### src/rtl/iob_bus_arbiter.sv
// N-to-1 IOb native arbiter: round-robin grant, locked while a request waits
// for ready, with an in-order owner FIFO that routes read responses back.
module iob_bus_arbiter #(
  parameter int ADDR_W   = 32,
  parameter int DATA_W   = 32,
  parameter int N        = 2,
  parameter int NB       = $clog2(N),
  parameter int RD_DEPTH = 4
) (
  input  logic                       clk_i,
  input  logic                       cke_i,
  input  logic                       rst_i,
  input  logic [N-1:0]               m_valid_i,
  input  logic [N*ADDR_W-1:0]        m_addr_i,
  input  logic [N*DATA_W-1:0]        m_wdata_i,
  input  logic [N*(DATA_W/8)-1:0]    m_wstrb_i,
  output logic [N*DATA_W-1:0]        m_rdata_o,
  output logic [N-1:0]               m_rvalid_o,
  output logic [N-1:0]               m_ready_o,
  output logic                       f_valid_o,
  output logic [ADDR_W-1:0]          f_addr_o,
  output logic [DATA_W-1:0]          f_wdata_o,
  output logic [DATA_W/8-1:0]        f_wstrb_o,
  input  logic [DATA_W-1:0]          f_rdata_i,
  input  logic                       f_rvalid_i,
  input  logic                       f_ready_i,
  output logic [NB-1:0]              grant_o,
  output logic                       err_o
);

  localparam int STRB_W = DATA_W / 8;
  localparam int AW     = $clog2(RD_DEPTH);
  localparam int CW     = AW + 1;

  logic [NB-1:0] r_ptr;
  logic          r_lock;
  logic [NB-1:0] r_grant;
  logic          r_err;

  logic [NB-1:0] r_mem [RD_DEPTH];
  logic [AW-1:0] r_wr_ptr;
  logic [AW-1:0] r_rd_ptr;
  logic [CW-1:0] r_count;

  logic [NB-1:0] w_grant;
  logic          w_found;
  int            w_idx;
  logic          w_is_read;
  logic          w_block;
  logic          w_accept;
  logic          w_push;
  logic          w_pop;
  logic [NB-1:0] w_head;

  // Rotating priority search starting at r_ptr; falls back to the held grant.
  always_comb begin
    // NOTE: every combinational output gets a default first so no path leaves it unassigned (no latch).
    w_grant = r_grant;
    w_found = 1'b0;
    w_idx   = 0;
    if (!r_lock) begin
      for (int i = 0; i < N; i++) begin
        w_idx = int'(r_ptr) + i;
        if (w_idx >= N) w_idx = w_idx - N;
        if (!w_found && m_valid_i[w_idx]) begin
          w_grant = NB'(w_idx);
          w_found = 1'b1;
        end
      end
    end
  end

  assign f_addr_o  = m_addr_i[int'(w_grant)*ADDR_W +: ADDR_W];
  assign f_wdata_o = m_wdata_i[int'(w_grant)*DATA_W +: DATA_W];
  assign f_wstrb_o = m_wstrb_i[int'(w_grant)*STRB_W +: STRB_W];

  // A read is held off while the owner FIFO has no room for its tag.
  assign w_is_read = (f_wstrb_o == '0);
  assign w_block   = w_is_read && (r_count == CW'(RD_DEPTH));
  assign f_valid_o = m_valid_i[w_grant] && !w_block;
  assign w_accept  = f_valid_o && f_ready_i;
  assign w_push    = w_accept && w_is_read;
  assign w_pop     = f_rvalid_i && (r_count != '0);
  assign w_head    = r_mem[r_rd_ptr];

  always_comb begin
    m_ready_o          = '0;
    m_ready_o[w_grant] = f_ready_i && !w_block;
  end

  always_comb begin
    m_rvalid_o = '0;
    if (w_pop) m_rvalid_o[w_head] = 1'b1;
  end

  assign m_rdata_o = {N{f_rdata_i}};
  assign grant_o   = w_grant;
  assign err_o     = r_err;

  // NOTE: sequential state uses non-blocking assignments so all registers sample the same pre-edge values.
  always_ff @(posedge clk_i) begin
    if (rst_i) begin
      r_ptr    <= '0;
      r_lock   <= 1'b0;
      r_grant  <= '0;
      r_err    <= 1'b0;
      r_wr_ptr <= '0;
      r_rd_ptr <= '0;
      r_count  <= '0;
    end else if (cke_i) begin
      if (w_accept) begin
        r_lock <= 1'b0;
        r_ptr  <= (w_grant == NB'(N - 1)) ? '0 : w_grant + NB'(1);
      end else if (m_valid_i[w_grant]) begin
        r_lock  <= 1'b1;
        r_grant <= w_grant;
      end
      if (w_push) r_wr_ptr <= r_wr_ptr + AW'(1);
      if (w_pop)  r_rd_ptr <= r_rd_ptr + AW'(1);
      case ({w_push, w_pop})
        2'b10:   r_count <= r_count + CW'(1);
        2'b01:   r_count <= r_count - CW'(1);
        default: r_count <= r_count;
      endcase
      if (f_rvalid_i && (r_count == '0)) r_err <= 1'b1;
    end
  end

  // NOTE: the tag storage is not reset; r_count alone decides which entries are meaningful.
  always_ff @(posedge clk_i) begin
    if (cke_i && w_push) r_mem[r_wr_ptr] <= w_grant;
  end

endmodule

### config.mk
export PLATFORM = sky130hd
export DESIGN_NAME = iob_bus_arbiter
export DESIGN_NICKNAME = d
export VERILOG_FILES = /design/src/rtl/iob_bus_arbiter.sv
export SDC_FILE = /design/constraint.sdc
export NUM_CORES = 1
export LEC_CHECK = 0
export ABC_AREA = 1
export ABC_CLOCK_PERIOD_IN_PS = 2300
export BUFFER_PORTS_ARGS = -buffer_cell sky130_fd_sc_hd__buf_4
export CAP_MARGIN = 10
export CORE_AREA = 8 8 116 118
export CTS_CLUSTER_SIZE = 24
export DETAILED_ROUTE_END_ITERATION = 16
export DIE_AREA = 0 0 124 126
export PLACE_DENSITY = 0.6
export SLEW_MARGIN = 20
export SYNTH_ARGS = -nofsm -noshare
export SYNTH_HDL_FRONTEND = slang
export SYNTH_SLANG_ARGS = --single-unit
### constraint.sdc
create_clock -name clk_i -period 2.3 [get_ports clk_i]
set_input_delay 0.345 -clock clk_i [delete_from_list [all_inputs] [get_ports clk_i]]
set_output_delay 0.345 -clock clk_i [all_outputs]
set_load 0.1 [all_outputs]
==> metrics.cfg <==
[min_path]
min_from = rst_i
holdPathStages = 2
hp-class = input port to register
min_to = r_ptr

[global_routing]
grt_max_degree = 41
antenna_found_initial = 1
grt_pass1_vias = 3044
grt_pass1_wl_um = 15700
track_usage_pct = 12.7
grt_overflow = 0

[setup_path]
r2r-start = r_lock
worstPathRequired_ps = 2440
critPathMaxFanout = 3
path_common_cell = nand2_2
crit_arrival_ps = 2530
cp-startpoint = r_lock
r2r_end = r_count[2]
critical_path_class = register to register
slowest_delay_ps = 360
r2r_cells = 19
worstSetupStartpointType = register
cpMaxStageDelayCell = dfxtp_4
worstPathCellList = inv_2 > nand2_2 > nand2_4 > buf_6 > nand3b_1 > nand2_2 > nand2_2 > nor2_4 > nand2_2 > nand2_2 > clkinvlp_4 > nand3_2 > ha_4 > inv_2 > fa_2 > a21oi_2 > o21ai_1 > o21ai_1 > a21oi_1
reg2reg_slack_ps = -90
cp-end-kind = register

[cts]
clock_latency_ps = 250
cts_hold_buf = 0
cts_tree = built
h-tree-depth = 1
cts-root-buf = clkbuf_16
path_clk_slew_ps = 50
cts.path.max_buffers = 2
cts_sinks = 17
cts_buffers = 3

[yosys]
synthesis.area_um2 = 2300
ys_warn_count = 0
ys_ff_latch = 17
yosysSeqAreaShare_pct = 16.5
synth_cell_types = 25
postSynthCellCount = 412
syn_nets = 593
avgSynthCellArea_um2 = 5.58

[run_status]
status = complete, but fails checks
violations = negative setup slack

[drt]
drt_iter0_drc = 118
routed_wirelength_um = 11000
final_antenna_net_count = 0
wl_per_cell_um = 15.2
dr_total_vias = 2992
dr.pass1.iters = 4
drc = 0
vias_per_cell = 4.15

[sta]
grt_setup_unrepaired = true
final_hold_viol_count = 0
max_freq_mhz = 419
finalCriticalPeriod_ps = 2390
setup_slack_ps = -88.9
hold_ws_ps = 289
timing.final.crit_share_pct = 104
fin_tns_setup_ps = -88.9
tightest_slew_ps = 377
drv_slew = 0
setup_violations = 1
relSlewSlack_pct = 74.7
finClkSkew_ps = 1.45

[floorplan]
die_area_um2 = 15600
die_w_um = 124
die_h_um = 126
core_area_um2 = 11700
start_util_pct = 19.6
pin_count = 314
fp-row-count = 40

[placed_design]
place.gp.congestion = 0.788
placed_area_um2 = 3780
place_hpwl_um = 9480
port_buffers = 217

[finish]
num-nets-final = 756
antennaDiodeCount = 0
fill_cells = 1236
drive_above_1_share_pct = 49.5
stdcell_area_um2 = 4150
area_growth_pct = 80.5

[power]
vdd_ir_drop_max_mv = 0.400
powerDensity_nw_per_um2 = 689
p_total_mw = 2.86
leakage_nw = 2.31

[flow_run]
maxCapViolCount = 0

Yosys cell counts, drive strengths merged:
library cell	number	area [um^2]
a21oi	10	50.1
a32oi	1	8.76
buf	73	531
clkbuf	6	22.5
dfxtp	13	260
edfxtp	4	120
fa	1	20.0
ha	5	62.6
inv	38	143
nand2	221	857
nand3	5	25.0
nand3b	3	22.5
nand4	2	27.5
nor2	19	86.3
nor3	2	10.0
o211ai	1	7.51
o21ai	7	38.8
o21bai	1	7.51
metrics by stage:
step	instances	utilization (%)	setup WS [ps]
after floorplan	412	-	-529
after global placement	713	32.3	-88.1
after detailed placement	713	32.3	-186
after CTS	718	33.1	-48.7
after global routing	721	35.4	-244
final	721	35.4	-88.9
power breakdown:
part	switching, mW	internal [mW]	leakage [nW]
registers	0.00619	0.315	0.143
clock network	0.121	0.233	0.0409
logic	1.60	0.584	2.13
kinds of logic (layout without fill, tap and decap cells):
group / after synthesis / count (layout) / share of synthesized area [%]
buffers and inverters: 117 / 279 / 30.2
AO/OA/AOI/OAI: 20 / 20 / 4.90
flip-flops: 17 / 17 / 16.5
adder cells (fa/ha/maj): 6 / 6 / 3.59
AND/OR/NAND/NOR: 252 / 252 / 44.7
layout by cell type, fill, tap and decap left out, drive strengths merged, types with 2 or more instances in the layout:
master  instances
nand2         221
inv            37
buf           237
dfxtp          13
nor2           19
nand3           5
ha              5
clkbuf          3
o21ai           7
nand3b          3
nand4           2
a21oi          10
nor3            2
edfxtp          4
layer usage:
layer	global-route usage (%)	vias up	wire length, um
li1	-	1490	-
met1	12.9	1314	3680
met2	23.1	150	5690
met3	4.51	36	1340
met4	4.27	2	274
met5	0	-	13
worst max-delay path by stage:
stage,slack [ps],cells after the start,end
floorplan,-530,20,r_count[2]
global placement,-90,20,r_count[2]
detailed placement,-190,20,r_count[2]
global route,-240,18,r_count[2]
CTS,-50,19,r_count[2]
finish,-90,19,r_count[2]
layout make-up:
type                       instances  area (um^2)  share of cell area, %
multi-input combinational        278         1320                   31.8
inverter                          38          151                   3.65
sequential                        17          384                   9.25
timing repair buffer             237         2030                   48.9
clock inverter                     1         5.00                  0.121
tap                              147          184                   4.43
clock buffer                       3         75.1                   1.81
worst max-delay path, delay by kind of cell, from the launching register on:
family,cells,cell delay [ps]
simple gates,9,750
fa+ha+maj,2,490
compound gates,4,400
flops,1,360
buf+inv,4,280
repair_timing:
item | CTS | global route
endpoints found under the setup margin | 66 | 69
resized for setup | 3 | 68
buffers inserted | 1 | 3
pin swaps | 7 | 11
No activity file was read; power rests on OpenSTA's default activity.
